[src/rtl/spi_pkg.sv]
// SPI slave receiver shared definitions.
// Provides the SPI mode encodings and helpers that turn a mode into its
// idle clock level and its sampling edge.
package spi_pkg;

    typedef enum logic [1:0] {
        MODE0 = 2'd0,   // CPOL 0, CPHA 0
        MODE1 = 2'd1,   // CPOL 0, CPHA 1
        MODE2 = 2'd2,   // CPOL 1, CPHA 0
        MODE3 = 2'd3    // CPOL 1, CPHA 1
    } spi_mode_e;

    // Modes 0 and 3 latch MOSI on the rising SCLK edge, modes 1 and 2 on the falling edge.
    function automatic logic sample_on_rise(input logic [1:0] mode);
        return (mode == MODE0) || (mode == MODE3);
    endfunction

    // Idle SCLK level.
    function automatic logic cpol(input logic [1:0] mode);
        return mode[1];
    endfunction

endpackage

[src/rtl/spi_slave_rx_fifo_if.sv]
// Read-side bus of the SPI slave receiver FIFO.
//   data_rdy_out   : FIFO head valid
//   data_out       : FIFO head word
//   data_sof_out   : head word opened its CS frame
//   data_ack_in    : consumer pops the head
//   fifo_level_out : words currently stored
// slave modport = receiver side, master modport = consumer side.
interface spi_slave_rx_fifo_if #(
    parameter int DATA_WIDTH = 8,
    parameter int FIFO_DEPTH = 16
);
    logic                          data_rdy_out;
    logic [DATA_WIDTH-1:0]         data_out;
    logic                          data_sof_out;
    logic                          data_ack_in;
    logic [$clog2(FIFO_DEPTH):0]   fifo_level_out;

    modport slave (
        output data_rdy_out,
        output data_out,
        output data_sof_out,
        output fifo_level_out,
        input  data_ack_in
    );

    modport master (
        input  data_rdy_out,
        input  data_out,
        input  data_sof_out,
        input  fifo_level_out,
        output data_ack_in
    );
endinterface

[src/rtl/spi_slave_rx_fifo_fifo.sv]
// Synchronous show-ahead FIFO.
//   clk_in, rst_in : clock and synchronous active-high reset
//   push_in        : write push_data_in (dropped when full unless popping too)
//   pop_in         : remove head (ignored when empty)
//   data_out       : head word; while empty it holds the last popped word
//   empty_out, full_out, level_out : occupancy
module sync_fifo_fwft
    import spi_pkg::*;
#(
    parameter int WIDTH = 9,
    parameter int DEPTH = 16
) (
    input  logic                     clk_in,
    input  logic                     rst_in,
    input  logic                     push_in,
    input  logic [WIDTH-1:0]         push_data_in,
    input  logic                     pop_in,
    output logic [WIDTH-1:0]         data_out,
    output logic                     empty_out,
    output logic                     full_out,
    output logic [$clog2(DEPTH):0]   level_out
);
    localparam int AW = $clog2(DEPTH);
    localparam int LW = AW + 1;

    logic [WIDTH-1:0] mem [DEPTH];
    logic [AW-1:0]    wr_ptr;
    logic [AW-1:0]    rd_ptr;
    logic [LW-1:0]    count;
    logic [WIDTH-1:0] hold_q;
    logic             do_push;
    logic             do_pop;

    assign empty_out = (count == '0);
    assign full_out  = (count == LW'(DEPTH));
    assign do_pop    = pop_in && !empty_out;
    // A pop frees the slot in the same cycle, so a full FIFO still accepts.
    assign do_push   = push_in && (!full_out || do_pop);

    always_ff @(posedge clk_in) begin
        if (do_push) begin
            mem[wr_ptr] <= push_data_in;
        end
    end

    always_ff @(posedge clk_in) begin
        if (rst_in) begin
            wr_ptr <= '0;
            rd_ptr <= '0;
            count  <= '0;
            hold_q <= '0;
        end else begin
            if (do_push) begin
                wr_ptr <= wr_ptr + AW'(1);
            end
            if (do_pop) begin
                rd_ptr <= rd_ptr + AW'(1);
                hold_q <= mem[rd_ptr];
            end
            case ({do_push, do_pop})
                2'b10:   count <= count + LW'(1);
                2'b01:   count <= count - LW'(1);
                default: count <= count;
            endcase
        end
    end

    // Once drained, the head slot is stale memory; show the last popped word instead.
    assign data_out  = empty_out ? hold_q : mem[rd_ptr];
    assign level_out = count;

endmodule

[src/rtl/spi_slave_rx_fifo.sv]
// SPI slave receiver with show-ahead word FIFO, clocked only by clk_in.
// SCLK, MOSI and CS_N are oversampled through synchronisers.
//   clk_in, rst_in  : system clock (>= 4x SCLK), synchronous active-high reset
//   spi_sclk_in, spi_mosi_in, spi_cs_n_in : asynchronous SPI pins
//   rx_if           : FIFO read side (rdy/data/sof/ack/level)
//   overflow_out    : sticky, a word was dropped on a full FIFO
//   frame_end_out   : one-cycle pulse on CS deassert
//   partial_err_out : one-cycle pulse on CS deassert with an incomplete word
//
// state  | meaning
// IDLE   | CS deasserted, sampling edges ignored
// ACTIVE | CS asserted, assembling words
module spi_slave_rx_fifo
    import spi_pkg::*;
#(
    parameter int DATA_WIDTH  = 8,
    parameter int FIFO_DEPTH  = 16,
    parameter int SPI_MODE    = 0,
    parameter int MSB_FIRST   = 1,
    parameter int SYNC_STAGES = 2
) (
    input  logic               clk_in,
    input  logic               rst_in,
    input  logic               spi_sclk_in,
    input  logic               spi_mosi_in,
    input  logic               spi_cs_n_in,
    spi_slave_rx_fifo_if.slave rx_if,
    output logic               overflow_out,
    output logic               frame_end_out,
    output logic               partial_err_out
);
    localparam logic           SAMPLE_RISE = sample_on_rise(2'(SPI_MODE));
    localparam logic           IDLE_SCLK   = cpol(2'(SPI_MODE));
    localparam int             CNT_W       = $clog2(DATA_WIDTH);
    localparam logic [CNT_W-1:0] LAST_BIT  = CNT_W'(DATA_WIDTH - 1);

    localparam logic [0:0] ST_IDLE   = 1'b0;
    localparam logic [0:0] ST_ACTIVE = 1'b1;

    logic [SYNC_STAGES-1:0] sclk_sync;
    logic [SYNC_STAGES-1:0] mosi_sync;
    logic [SYNC_STAGES-1:0] cs_sync;
    logic                   sclk_prev;
    logic                   cs_prev;

    logic sclk_s, mosi_s, cs_s;
    logic sample_edge, cs_fall, cs_rise;

    logic [0:0]            state;
    logic [CNT_W-1:0]      bit_cnt;
    logic                  sof_pending;
    logic [DATA_WIDTH-1:0] shift_reg;
    logic [DATA_WIDTH-1:0] assembled;
    logic                  push_vld;
    logic [DATA_WIDTH:0]   push_data;
    logic                  frame_end_q;
    logic                  partial_err_q;
    logic                  overflow_q;

    logic [DATA_WIDTH:0]   fifo_head;
    logic                  fifo_empty;
    logic                  fifo_full;

    // Reset loads idle levels so no edge is seen right after reset.
    always_ff @(posedge clk_in) begin
        if (rst_in) begin
            sclk_sync <= {SYNC_STAGES{IDLE_SCLK}};
            mosi_sync <= '0;
            cs_sync   <= '1;
            sclk_prev <= IDLE_SCLK;
            cs_prev   <= 1'b1;
        end else begin
            sclk_sync <= {sclk_sync[SYNC_STAGES-2:0], spi_sclk_in};
            mosi_sync <= {mosi_sync[SYNC_STAGES-2:0], spi_mosi_in};
            cs_sync   <= {cs_sync[SYNC_STAGES-2:0], spi_cs_n_in};
            sclk_prev <= sclk_sync[SYNC_STAGES-1];
            cs_prev   <= cs_sync[SYNC_STAGES-1];
        end
    end

    assign sclk_s = sclk_sync[SYNC_STAGES-1];
    assign mosi_s = mosi_sync[SYNC_STAGES-1];
    assign cs_s   = cs_sync[SYNC_STAGES-1];

    assign sample_edge = SAMPLE_RISE ? (sclk_s && !sclk_prev) : (!sclk_s && sclk_prev);
    assign cs_fall     = !cs_s && cs_prev;
    assign cs_rise     = cs_s && !cs_prev;

    generate
        if (MSB_FIRST != 0) begin : g_msb
            assign assembled = {shift_reg[DATA_WIDTH-2:0], mosi_s};
        end else begin : g_lsb
            assign assembled = {mosi_s, shift_reg[DATA_WIDTH-1:1]};
        end
    endgenerate

    always_ff @(posedge clk_in) begin
        if (rst_in) begin
            state         <= ST_IDLE;
            bit_cnt       <= '0;
            sof_pending   <= 1'b0;
            shift_reg     <= '0;
            push_vld      <= 1'b0;
            push_data     <= '0;
            frame_end_q   <= 1'b0;
            partial_err_q <= 1'b0;
        end else begin
            push_vld      <= 1'b0;
            frame_end_q   <= 1'b0;
            partial_err_q <= 1'b0;
            case (state)
                ST_IDLE: begin
                    if (cs_fall) begin
                        state       <= ST_ACTIVE;
                        bit_cnt     <= '0;
                        sof_pending <= 1'b1;
                    end
                end
                ST_ACTIVE: begin
                    if (cs_rise) begin
                        // Incomplete bits are simply abandoned in shift_reg.
                        state         <= ST_IDLE;
                        frame_end_q   <= 1'b1;
                        partial_err_q <= (bit_cnt != '0);
                        bit_cnt       <= '0;
                    end else if (sample_edge && !cs_s) begin
                        shift_reg <= assembled;
                        if (bit_cnt == LAST_BIT) begin
                            push_vld    <= 1'b1;
                            push_data   <= {sof_pending, assembled};
                            bit_cnt     <= '0;
                            sof_pending <= 1'b0;
                        end else begin
                            bit_cnt <= bit_cnt + CNT_W'(1);
                        end
                    end
                end
            endcase
        end
    end

    // A push into a full FIFO survives only when the consumer pops that cycle.
    always_ff @(posedge clk_in) begin
        if (rst_in) begin
            overflow_q <= 1'b0;
        end else if (push_vld && fifo_full && !rx_if.data_ack_in) begin
            overflow_q <= 1'b1;
        end
    end

    sync_fifo_fwft #(
        .WIDTH (DATA_WIDTH + 1),
        .DEPTH (FIFO_DEPTH)
    ) u_fifo (
        .clk_in       (clk_in),
        .rst_in       (rst_in),
        .push_in      (push_vld),
        .push_data_in (push_data),
        .pop_in       (rx_if.data_ack_in),
        .data_out     (fifo_head),
        .empty_out    (fifo_empty),
        .full_out     (fifo_full),
        .level_out    (rx_if.fifo_level_out)
    );

    assign rx_if.data_rdy_out = !fifo_empty;
    assign rx_if.data_out     = fifo_head[DATA_WIDTH-1:0];
    assign rx_if.data_sof_out = fifo_head[DATA_WIDTH];

    assign overflow_out    = overflow_q;
    assign frame_end_out   = frame_end_q;
    assign partial_err_out = partial_err_q;

endmodule

[src/flat_wrapper.sv]
// flat-port wrapper written by rule: the top's interface ports become plain ports
module spi_slave_rx_fifo_flat import spi_pkg::*;
#(
    parameter int DATA_WIDTH  = 8,
    parameter int FIFO_DEPTH  = 16,
    parameter int SPI_MODE    = 0,
    parameter int MSB_FIRST   = 1,
    parameter int SYNC_STAGES = 2
)
  (clk_in, rst_in, spi_sclk_in, spi_mosi_in, spi_cs_n_in, overflow_out, frame_end_out, partial_err_out, rx_if_data_rdy_out, rx_if_data_out, rx_if_data_sof_out, rx_if_fifo_level_out, rx_if_data_ack_in);
  spi_slave_rx_fifo_if #(.DATA_WIDTH(DATA_WIDTH), .FIFO_DEPTH(FIFO_DEPTH)) rx_if_i ();
  input  logic clk_in;
  input  logic rst_in;
  input  logic spi_sclk_in;
  input  logic spi_mosi_in;
  input  logic spi_cs_n_in;
  output logic overflow_out;
  output logic frame_end_out;
  output logic partial_err_out;
  output wire logic [$bits(rx_if_i.data_rdy_out)-1:0] rx_if_data_rdy_out;
  output wire logic [$bits(rx_if_i.data_out)-1:0] rx_if_data_out;
  output wire logic [$bits(rx_if_i.data_sof_out)-1:0] rx_if_data_sof_out;
  output wire logic [$bits(rx_if_i.fifo_level_out)-1:0] rx_if_fifo_level_out;
  input wire logic [$bits(rx_if_i.data_ack_in)-1:0] rx_if_data_ack_in;
  assign rx_if_data_rdy_out = rx_if_i.data_rdy_out;
  assign rx_if_data_out = rx_if_i.data_out;
  assign rx_if_data_sof_out = rx_if_i.data_sof_out;
  assign rx_if_fifo_level_out = rx_if_i.fifo_level_out;
  assign rx_if_i.data_ack_in = rx_if_data_ack_in;
  spi_slave_rx_fifo #(.DATA_WIDTH(DATA_WIDTH), .FIFO_DEPTH(FIFO_DEPTH), .SPI_MODE(SPI_MODE), .MSB_FIRST(MSB_FIRST), .SYNC_STAGES(SYNC_STAGES)) u_core (.clk_in(clk_in), .rst_in(rst_in), .spi_sclk_in(spi_sclk_in), .spi_mosi_in(spi_mosi_in), .spi_cs_n_in(spi_cs_n_in), .rx_if(rx_if_i), .overflow_out(overflow_out), .frame_end_out(frame_end_out), .partial_err_out(partial_err_out));
endmodule
[config.mk]
export PLATFORM = sky130hd
export DESIGN_NAME = spi_slave_rx_fifo_flat
export DESIGN_NICKNAME = d
export VERILOG_FILES = /design/src/rtl/spi_pkg.sv /design/src/rtl/spi_slave_rx_fifo_if.sv /design/src/rtl/spi_slave_rx_fifo_fifo.sv /design/src/rtl/spi_slave_rx_fifo.sv /design/src/flat_wrapper.sv
export SDC_FILE = /design/constraint.sdc
export NUM_CORES = 1
export LEC_CHECK = 0
export CORE_MARGIN = 2
export CORE_UTILIZATION = 50
export DETAILED_ROUTE_END_ITERATION = 10
export GPL_ROUTABILITY_DRIVEN = 1
export GPL_TIMING_DRIVEN = 0
export PLACE_DENSITY = 0.68
export SKIP_CTS_REPAIR_TIMING = 1
export SKIP_LAST_GASP = 1
export SYNTH_ARGS = -nofsm -noshare
export SYNTH_HDL_FRONTEND = slang
export SYNTH_HIERARCHICAL = 1
export SYNTH_SLANG_ARGS = --single-unit
export TNS_END_PERCENT = 100
[constraint.sdc]
create_clock -name clk_in -period 3.2 [get_ports clk_in]
set_clock_uncertainty 0.15 [all_clocks]
set_input_delay 0.64 -clock clk_in [delete_from_list [all_inputs] [get_ports clk_in]]
set_output_delay 0.64 -clock clk_in [all_outputs]
set_load 0.05 [all_outputs]
# Word level (Yosys, flattened, before mapping)
# Memories as Yosys holds them, arrays and structs flattened. A register that Yosys moved wholly into a read port is not among the register bits.
# Index checks and enable logic that the tools add are counted.
# totals
ff_bits,55
mem_bits_rw,144
in_bits,6
output_inout_bits,18
n_memories,1
# mem_list
memory,words,width,rd,rd_clocked_by_memory_dff,wr,line,source
u_core.u_fifo.mem,16,9,1,1,1,spi_slave_rx_fifo_fifo.sv:26,logic [WIDTH-1:0] mem [DEPTH];
# op_classes
add_sub_neg,5
eq_ne,9
mux,21
bitwise_logic,3
reduce_logical,25
# op_table
operator,count
$mux 3,4
$mux 1,10
$pmux 5 s2,1
$mux 9,1
$add 4x1->4 const B,2
$logic_and 1x1->1,8
$mux 4,2
$reduce_and 4->1,2
$logic_not 1->1,6
$ne 2x2->1 const B,3
$pmux 3 s2,1
$add 5x1->5 const B,1
$eq 5x5->1 const B,1
$logic_not 5->1,1
$sub 5x1->5 const B,1
$pmux 1 s2,2
$reduce_or 4->1,1
$add 3x1->3 const B,1
$eq 3x3->1 const B,1
$ne 3x2->1 const B,1
$not 1->1,3
$reduce_and 3->1,1
$reduce_bool 3->1,1
$reduce_or 3->1,1
7 further kinds,7

# Logic depth before layout (Yosys ltp)
# Gate-level depths: netlist (run 1).
# depth
word_depth,7
mapped_depth,12
ltp_nobuf,11

# Modules after synthesis
# Netlist (run 1), hierarchy kept.
# modules_own_cells
module,instances,cells_each,area_per_inst_um2,seq_area_each_um2
sync_fifo_fwft,1,383,6850.3,4844.6
spi_slave_rx_fifo,1,127,1330.0,660.6

# Worst setup path after synthesis (run 1)
# No wires, ideal clock.
# synth_path
kind,register to register
start,"register u_core.u_fifo.count[0], in the netlist u_core/u_fifo/level_out[0]"
end,"register u_core.u_fifo.count[4], in the netlist u_core/u_fifo/level_out[4]"
arrival_ns,2.821
path_slack_ns,0.108
stages_incl_launch_ff,13
path_cell_list,dfxtp_1 nor4_4 and2_1 nand2b_1 buf_2 nor2_1 inv_1 fa_1 nand2b_1 a2111oi_0 a21oi_1 a21oi_1 a21oi_1
# synth_between
elab_chain_cells,7
# synth_lines
element,line,source
"start, declared",spi_slave_rx_fifo_fifo.sv:29,logic [LW-1:0] count;
"start signal, assigned",spi_slave_rx_fifo_fifo.sv:61,2'b10: count <= count + LW'(1);
"start signal, assigned",spi_slave_rx_fifo_fifo.sv:62,2'b01: count <= count - LW'(1);
"start signal, assigned",spi_slave_rx_fifo_fifo.sv:63,default: count <= count;
$logic_not 5->1,spi_slave_rx_fifo_fifo.sv:34,assign empty_out = (count == '0);
$logic_not 1->1,spi_slave_rx_fifo_fifo.sv:36,assign do_pop = pop_in && !empty_out;
$logic_and 1x1->1,spi_slave_rx_fifo_fifo.sv:36,
$logic_or 1x1->1,spi_slave_rx_fifo_fifo.sv:38,assign do_push = push_in && (!full_out || do_pop);
$logic_and 1x1->1,spi_slave_rx_fifo_fifo.sv:38,
$eq 2x1->1 or $eq 2x2->1 (tied branches),spi_slave_rx_fifo_fifo.sv:60,"case ({do_push, do_pop})"
$pmux 5 s2 or $reduce_bool 2->1 (tied branches),n/a,
# Parallel ways exist; a longest one is shown, timed or not.
# A chain may end at the register's enable or synchronous reset.

==> metrics, run 1 <==
GRT overflow=0; Synth Flop Type=edfxtp_1; worst endpoint required time=2.41 ns; P&R area growth vs syn=19.8%; top cell type's share of synthesized area=52.9%; initial core utilization=51.3%; Avg Cell Area, Syn=16.0 µm²; RSZ-0062 raised after global routing=true; adder-cell area share of the yosys netlist=1.93%; Initial DRC Count=262; Synthesized Nets=528; Final Cycle Share=105%; largest register by flop count=u_core/u_fifo/mem; Core ar.=15900 µm²; largest net degree at the start of global routing=18; register area=5510 µm²; Fin Hold WS=0.270 ns; Switch Pwr=1.71 mW; # IOs=24; Worst Slack Setup Final=-0.167 ns; initial antenna violation count=0; vias per inst=5.60; Max IR drop VDD=407 µV; Net count, final=590; clock power share=36.9%; Synth Area in Compound Gates=2.89%; vias in the first global route=4509; worst min-delay path class=flop to flop; mux contribution to synthesized area=16.4%; Largest regs=u_core/u_fifo/mem x144, u_core/push_data x9, u_core/u_fifo/hold_q x9; Ys Warns=6; CTS tree=built; crit path buf inv count=3; Synth area leader=edfxtp_1; number of flops mapped to enable cells by yosys=144; Placement Cell Area=8690 µm²; failing checks=negative setup slack; CTS root buffer=clkbuf_16; RD Place Congestion=0.874; post-synthesis simple-gate area fraction=7.79%; Clock transition at path regs=0.06 ns; final wirelength=16700 µm; Rows=46; WL/cell=20.7 µm; top cells by area, synth=edfxtp_1 53%, dfxtp_1 14%, mux4_2 9.9%; die area=17400 µm²; CP max FO=7; CTS H-tree lvls=1; GRT Total Usage=18.6%; Die X=132 µm; Mapped Cells=510; HPWL after detailed placement=10400 µm; status=complete, but fails checks; layout cells sized above 1=25.7%; combinational fraction of design power=18.2%; Final min period=3.37 ns; Max Root-Sink Buffers=3; CP Capture Type=output port; register area share after synthesis=67.3%; synthesized area=8180 µm²; max reg flops=144; cell family with most CP delay=multiplexers; TritonCTS Buffers=21; Post-DRT Antenna Nets=0; Top cell by count, worst path=buf_12; Die Y-Extent=132 µm; largest family of logic cells by synthesized area=multiplexers; slowest stage cell, crit path=mux4_2; Cell Chain, Critical Path=buf_12 > buf_12 > mux4_2 > mux2i_4 > mux2i_2 > mux2_2 > buf_4; Lkg Pwr=3.05 nW; FMAX=0.297 GHz; residual DRC count=0; DR pass1 iterations=4; Worst Path Class, Setup=flop to output port; # diodes=0; WP data arrival=2.58 ns; Worst-Margin Slew=0.955 ns; relative slew slack=36.1%; # port buffers=23; max-slew violation count=0; sw frac=26.6%; global-route wire length before repair=25000 µm; endpoints failing setup=9; dpl ws=-0.653 ns; Fin. Hold Viols=0; clk_lat worst skew=0.49 ns; post-route design area=9800 µm²; Synth Area in XOR/XNOR=0.964%; internal power=4.72 mW; max-cap violations=0; vias after detailed routing=4495; fraction of registers with async set/reset=0%; unique cell type count in the Yosys netlist=46; Startpoint Class=flop; footprint of the multi-input gates=2630 µm²; clock sinks=203; Largest stage delay, worst path=0.53 ns; post-synthesis register bit count=203; sequential share of power=44.9%; fillers=1192; PD cells=657 nW/µm²
==> final cells by class <==
class	instances	share of cell area, %
multi-input cells	267	26.9
inverters	14	0.536
repair buffers	39	4.42
clock buffers	30	6.23
well taps	216	2.76
clock inverters	8	0.728
flip-flops and latches	203	56.2
plain buffers	26	2.25
==> worst reg2reg max path, cell delays in order, from the launching register on <==
cell and delay (ns):
dfxtp_1 0.47, nor4_4 0.12, and2_1 0.18, nand2b_1 0.15, buf_2 0.20, nor2_2 0.18
inv_1 0.08, fa_1 0.39, nand2b_1 0.21, a2111oi_2 0.37, a21oi_1 0.09, a21oi_1 0.17
a21oi_1 0.08
==> layer usage <==
layer / wire (µm) / global-route usage [%]
met1: 7140 / 26.6
met2: 8210 / 30.0
met3: 907 / 2.77
met4: 403 / 5.50
met5: 0 / 0
==> power by group through the flow <==
stage          Sequential, mW  Clock [mW]  Combinational, mW
2_1_floorplan            3.01           0              0.720
3_3_place_gp             2.94           0               1.04
3_5_place_dp             2.94           0               1.06
4_1_cts                  2.89        2.43               1.07
5_1_grt                  2.89        2.53               1.26
6_report                 2.89        2.38               1.17
==> kinds of logic (layout without fill, tap and decap cells) <==
logic type	Yosys count	after routing
DFF	203	203
and+or+nand+nor	123	123
muxes	87	87
buffers and inverters	40	117
AOI/OAI and AO/OA	36	36
adders and majority gates	12	12
xor gates and xnor gates	9	9
==> through the flow <==
stage                     setup TNS [ns]  utilization [%]  instances  power [mW]
after floorplan                        0                -        510        3.73
after global placement            -41.68             54.4        749        3.97
after detailed placement          -40.56             54.5        750        4.00
after CTS                         -10.74             58.8        788        6.38
after global routing               -1.73             61.5        803        6.68
final                              -1.19             61.5        803        6.44
==> worst paths after layout <==
kind	from	to	slack, ns	cells after the start
setup / recovery	flop	rx_if_data_out[5]	-0.17	7
hold / removal	u_core/cs_sync[0]$_SDFF_PP1_	u_core/cs_sync[1]$_SDFF_PP1_	0.27	1
setup reg to reg	u_core/u_fifo/level_out[0]$_SDFFE_PP0P_	u_core/u_fifo/level_out[4]$_SDFFE_PP0P_	0.22	12
hold reg to reg	u_core/cs_sync[0]$_SDFF_PP1_	u_core/cs_sync[1]$_SDFF_PP1_	0.27	1
==> Yosys cell counts (all sizes together) (8+ instances only) <==
cell      n
mux2i    42
a21oi    17
edfxtp  144
mux2      9
nor2     39
nand4b    8
buf      15
clkbuf   11
mux4     36
nand2    30
o21ai     9
ha       11
nand2b   18
inv      14
dfxtp    59
==> placed cells by master (no fill, tap or decap), drive strengths merged, types with 2 or more instances in the layout <==
| cell type | synthesis | routed |
|---|---|---|
| a21o | 2 | 2 |
| a21oi | 17 | 17 |
| a31oi | 2 | 2 |
| and2 | 3 | 3 |
| buf | 15 | 35 |
| clkbuf | 11 | 46 |
| clkdlybuf4s50 | 0 | 13 |
| clkinv | 0 | 5 |
| dfxtp | 59 | 59 |
| edfxtp | 144 | 144 |
| ha | 11 | 11 |
| inv | 14 | 16 |
| mux2 | 9 | 9 |
| mux2i | 42 | 42 |
| mux4 | 36 | 36 |
| nand2 | 30 | 30 |
| nand2b | 18 | 18 |
| nand3 | 3 | 3 |
| nand4 | 2 | 2 |
| nand4b | 8 | 8 |
| nor2 | 39 | 39 |
| nor2b | 7 | 7 |
| nor3 | 4 | 4 |
| o21ai | 9 | 9 |
| or2 | 3 | 3 |
| xnor2 | 5 | 5 |
| xor2 | 4 | 4 |
(Power assumes the default switching activity.)
==> run 2: changes to the inputs <==
- clock period: 3.2 -> 3.5 ns (I/O delays scaled with it)
==> metrics, run 2 (same netlist as run 1, synthesis figures left out) <==
final wirelength=16200 µm (was 16700 µm); CTS root buffer=clkbuf_16 (unchanged); footprint of the multi-input gates=2600 µm² (was 2630 µm²); worst min-delay path class=flop to flop (unchanged); Max IR drop VDD=373 µV (was 407 µV); Largest stage delay, worst path=0.54 ns (was 0.53 ns); max-slew violation count=0 (unchanged); Initial DRC Count=241 (was 262); # diodes=0 (unchanged); commonest non-fill, non-tap cell in the layout=edfxtp_1 (unchanged); max-cap violations=0 (unchanged); # IOs=24 (unchanged); CTS H-tree lvls=1 (unchanged); vias per inst=5.55 (was 5.60); clock sinks=203 (unchanged); worst endpoint required time=2.65 ns (was 2.41 ns); RSZ-0062 raised after global routing=true (unchanged); fillers=1222 (was 1192); Largest regs=u_core/u_fifo/mem x144, u_core/push_data x9, u_core/u_fifo/hold_q x9 (unchanged); WL/cell=20.3 µm (was 20.7 µm); CTS tree=built (unchanged); Cell Chain, Critical Path=buf_12 > buf_12 > mux4_2 > mux2i_4 > mux2i_2 > mux2_4 > buf_4 (was buf_12 > buf_12 > mux4_2 > mux2i_4 > mux2i_2 > mux2_2 > buf_4); largest net degree at the start of global routing=18 (unchanged); Post-DRT Antenna Nets=0 (unchanged); # port buffers=23 (unchanged); Die X=132 µm (unchanged); Rows=46 (unchanged); Final min period=3.46 ns; Core ar.=15900 µm² (unchanged); vias in the first global route=4509 (unchanged); FMAX=0.289 GHz; CP max FO=10 (was 7); CP Capture Type=output port (unchanged); GRT Total Usage=18.6% (unchanged); Final Cycle Share=98.9%; clk_lat worst skew=0.49 ns (about the same); fin cells=796 (was 803); register area=5510 µm² (about the same); endpoints failing setup=0 (was 9); relative slew slack=34.7% (was 36.1%); setup TNS=0 ns (was -1.19 ns); P&R area growth vs syn=17.5% (was 19.8%); Lkg Pwr=2.98 nW (was 3.05 nW); Worst Path Class, Setup=flop to output port (unchanged); Worst-Margin Slew=0.976 ns (was 0.955 ns); max reg flops=144 (unchanged); Fin Hold WS=0.270 ns (about the same); initial antenna violation count=0 (unchanged); Top cell by count, worst path=buf_12 (unchanged); commonest cells after routing, fill and taps aside=144 x edfxtp_1, 59 x dfxtp_1, 39 x nor2_1, 36 x mux4_2, 30 x nand2_1 (was 144 x edfxtp_1, 58 x dfxtp_1, 38 x nor2_1, 36 x mux4_2, 30 x nand2_1); WP data arrival=2.61 ns (was 2.58 ns); Clock transition at path regs=0.06 ns (about the same); DP Cell Count=750 (unchanged); slowest stage cell, crit path=mux4_2 (unchanged); global-route wire length before repair=25000 µm (unchanged); Die Y-Extent=132 µm (unchanged); DR pass1 iterations=4 (unchanged); Net count, final=583 (was 590); status=finished, final reports clean (was complete, but fails checks); Fin. Hold Viols=0 (unchanged); GRT overflow=0 (unchanged); Startpoint Class=flop (unchanged); residual DRC count=0 (unchanged); reg2reg setup slack=0.18 ns (was 0.22 ns); initial core utilization=51.3% (unchanged); layout cells sized above 1=24.3% (was 25.7%); die area=17400 µm² (unchanged); largest register by flop count=u_core/u_fifo/mem (unchanged); HPWL after detailed placement=10400 µm (unchanged); vias after detailed routing=4419 (was 4495); Max Root-Sink Buffers=3 (unchanged); TritonCTS Buffers=21 (unchanged); Finished Core Util=60.3% (was 61.5%); RD Place Congestion=0.874 (unchanged); PD cells=607 nW/µm² (was 657 nW/µm²)
run 2: changes by cell type in the layout (fill, tap and decap cells not counted), moves of 3 or more:
cell / change
mux2_2: +6
clkbuf_16: -3
buf_6: -6
buf_2: +5
mux2_4: -6
run 2: through the flow:
stage | cell area [µm²] | total power [mW] | worst slack [ns]
finish | 9610 | 5.83 | 0.0382
global route | 9610 | 6.06 | -0.0399
CTS | 9370 | 5.83 | -0.806
detailed placement | 8690 | 3.66 | -0.413
global placement | 8680 | 3.63 | -0.416
floorplan | 8180 | 3.41 | 0.408
run 2: layout make-up:
type	count	area share [%]
inverters	14	0.547
multi-input cells	267	27.1
plain buffers	26	2.27
clock buffers	30	6.35
flip-flops and latches	203	57.3
well taps	216	2.81
repair buffers	32	2.94
clock inverters	8	0.742
run 2: path summary, 6_finish.rpt:
path,start,cells past startpoint,end
max reg2reg,u_core/u_fifo/level_out[0]$_SDFFE_PP0P_,12,u_core/u_fifo/level_out[4]$_SDFFE_PP0P_
min,u_core/cs_sync[0]$_SDFF_PP1_,1,u_core/cs_sync[1]$_SDFF_PP1_
min reg2reg,u_core/cs_sync[0]$_SDFF_PP1_,1,u_core/cs_sync[1]$_SDFF_PP1_
max,flop,7,rx_if_data_out[1]
run 2: per-layer routing:
layer	part of all wire [%]	up-vias	track usage, %
met1	44	2274	26.6
met3	5.0	28	2.77
met5	0	-	0
met2	49	80	30.0
li1	-	2037	-
met4	1.9	0	5.50
run 2: critical path, delay by kind of cell, from the launching register on:
kind | cells | cell delay [ns]
multiplexers | 4 | 1.24
flip-flops | 1 | 0.36
buffers and inverters | 3 | 0.51
run 2: power breakdown:
group / total (mW) / leakage, nW / switching [mW] / internal, mW
clock network: 2.17 / 0.339 / 0.875 / 1.29
registers: 2.64 / 1.55 / 0.0557 / 2.59
logic: 1.02 / 1.08 / 0.609 / 0.414
==> run 3: changes to the inputs <==
- CELL_PAD_IN_SITES_DETAIL_PLACEMENT: not set -> 1
- CELL_PAD_IN_SITES_GLOBAL_PLACEMENT: not set -> 2
- CORE_UTILIZATION: 50 -> 49
- PLACE_DENSITY: 0.68 -> 0.84
- clock period: 3.5 -> 4.3 ns (I/O delays scaled with it)
==> metrics, run 3 (same netlist as run 1, synthesis figures left out) <==
Final Cycle Share=96.8%; endpoints failing setup=0 (unchanged); Max IR drop VDD=357 µV (was 373 µV); global-route wire length before repair=27500 µm (was 25000 µm); GRT Total Usage=20.3% (was 18.6%); hold path startpoint=u_core/cs_sync[0]$_SDFF_PP1_ (unchanged); worst min-delay path class=flop to flop (unchanged); fin cells=793 (was 796); largest register by flop count=u_core/u_fifo/mem (unchanged); vias per inst=5.56 (was 5.55); clock sinks=203 (unchanged); Lkg Pwr=2.98 nW (about the same); DP Cell Count=755 (was 750); layout cells sized above 1=19.5% (was 24.3%); Worst Path Class, Setup=flop to output port (unchanged); max reg flops=144 (unchanged); # port buffers=23 (unchanged); initial core utilization=49.7% (was 51.3%); Fin. Hold Viols=0 (unchanged); Post-DRT Antenna Nets=0 (unchanged); Hold EP=u_core/cs_sync[1]$_SDFF_PP1_ (unchanged); CTS root buffer=clkbuf_16 (unchanged); GRT overflow=0 (unchanged); reg2reg setup slack=1.08 ns (was 0.18 ns); residual DRC count=0 (unchanged); commonest non-fill, non-tap cell in the layout=edfxtp_1 (unchanged); Startpoint Class=flop (unchanged); status=finished, final reports clean (unchanged); # diodes=0 (unchanged); die area=17700 µm² (was 17400 µm²); reg2reg start=u_core/u_fifo/level_out[0]$_SDFFE_PP0P_ (unchanged); final wirelength=17300 µm (was 16200 µm); relative slew slack=32.8% (was 34.7%); Rows=47 (was 46); CP max FO=10 (unchanged); max-slew violation count=0 (unchanged); commonest cells after routing, fill and taps aside=144 x edfxtp_1, 59 x dfxtp_1, 41 x mux2i_1, 39 x nor2_1, 36 x mux4_2 (was 144 x edfxtp_1, 59 x dfxtp_1, 39 x nor2_1, 36 x mux4_2, 30 x nand2_1); Fin Hold WS=0.259 ns (was 0.270 ns); Hold Path Depth=1 (unchanged); CTS tree=built (unchanged); P&R area growth vs syn=15.8% (was 17.5%); WL/cell=21.8 µm (was 20.3 µm); FMAX=0.240 GHz; Clock transition at path regs=0.06 ns (about the same); max-cap violations=0 (unchanged); clk_lat worst skew=0.50 ns (was 0.49 ns); Worst-Margin Slew=1.00 ns (was 0.976 ns); Initial DRC Count=250 (was 241); CP Capture Type=output port (unchanged); vias in the first global route=4793 (was 4509); Largest regs=u_core/u_fifo/mem x144, u_core/push_data x9, u_core/u_fifo/hold_q x9 (unchanged); Die Y-Extent=133 µm (was 132 µm); WP data arrival=3.15 ns (was 2.61 ns); CTS H-tree lvls=1 (unchanged); HPWL after detailed placement=11500 µm (was 10400 µm); Max Root-Sink Buffers=3 (unchanged); # IOs=24 (unchanged); TritonCTS Buffers=21 (unchanged); Final min period=4.16 ns; Worst R2R End=u_core/u_fifo/level_out[4]$_SDFFE_PP0P_ (unchanged); vias after detailed routing=4408 (was 4419); worst endpoint required time=3.29 ns (was 2.65 ns); Core ar.=16500 µm² (was 15900 µm²); setup TNS=0 ns (unchanged); Die X=133 µm (was 132 µm); RSZ-0062 raised after global routing=false (was true); PD cells=517 nW/µm² (was 607 nW/µm²); largest net degree at the start of global routing=18 (unchanged); initial antenna violation count=0 (unchanged); DR pass1 iterations=4 (unchanged); R2R cell count=12 (unchanged); RD Place Congestion=0.747 (was 0.874); Net count, final=576 (was 583)
-- run 3: cell types whose count changed in the layout (fill, tap and decap cells not counted), sizes merged --
cell / before / now
dlymetal6s2s: 1 / 5
clkdlybuf4s50: 13 / 18
buf: 32 / 17
clkinvlp: 0 / 1
clkbuf: 42 / 36
bufinv: 1 / 5
-- run 3: per-layer routing --
| layer | track usage, % | part of all wire, % | vias to the layer above |
|---|---|---|---|
| li1 | - | - | 2007 |
| met1 | 28.1 | 43 | 2276 |
| met2 | 34.2 | 50 | 97 |
| met3 | 2.59 | 4.5 | 28 |
| met4 | 5.85 | 2.0 | 0 |
| met5 | 0 | 0 | - |
-- run 3: worst max path at each step --
stage / slack [ns] / from / depth (start not counted) / end
floorplan: 1.21 / u_core/u_fifo/level_out[0]$_SDFFE_PP0P_ / 12 / u_core/u_fifo/level_out[4]$_SDFFE_PP0P_
global placement: 0.22 / rx_if_data_ack_in / 5 / u_core/u_fifo/mem[2][1]$_DFFE_PP_
detailed placement: 0.25 / rx_if_data_ack_in / 5 / u_core/u_fifo/mem[0][1]$_DFFE_PP_
CTS: -0.15 / flop / 7 / rx_if_data_out[1]
global route: 0.0005 / flop / 7 / rx_if_data_out[3]
finish: 0.14 / flop / 7 / rx_if_data_out[1]
-- run 3: cell type report --
type	instances	area (µm²)
fill	1528	6990
sequential	203	5510
multi-input combinational	267	2460
clock buffer	25	551
tap	220	275
timing repair buffer	25	255
clock inverter	13	199
buffer	26	169
inverter	14	52.6
-- run 3: where the power goes --
| part | internal, mW | switching (mW) |
|---|---|---|
| Combinational | 0.312 | 0.492 |
| Sequential | 2.11 | 0.0420 |
| Clock | 1.22 | 0.728 |
-- run 3: stage by stage --
step | setup slack (ns) | power, mW | util [%] | instance area, µm²
floorplan | 1.21 | 2.78 | - | 8180
global placement | 0.218 | 2.97 | 52.8 | 8690
detailed placement | 0.245 | 3.00 | 52.8 | 8700
CTS | -0.153 | 4.96 | 57.4 | 9450
global route | 0.000522 | 5.09 | 57.5 | 9470
finish | 0.137 | 4.90 | 57.5 | 9470
-- run 3: worst max-delay path: stages, from the launching register on --
cell	delay, ns
dfxtp_1	0.31
buf_4	0.22
buf_6	0.22
mux4_2	0.57
mux2i_1	0.19
mux2i_1	0.13
mux2_2	0.31
clkdlybuf4s50_1	0.70
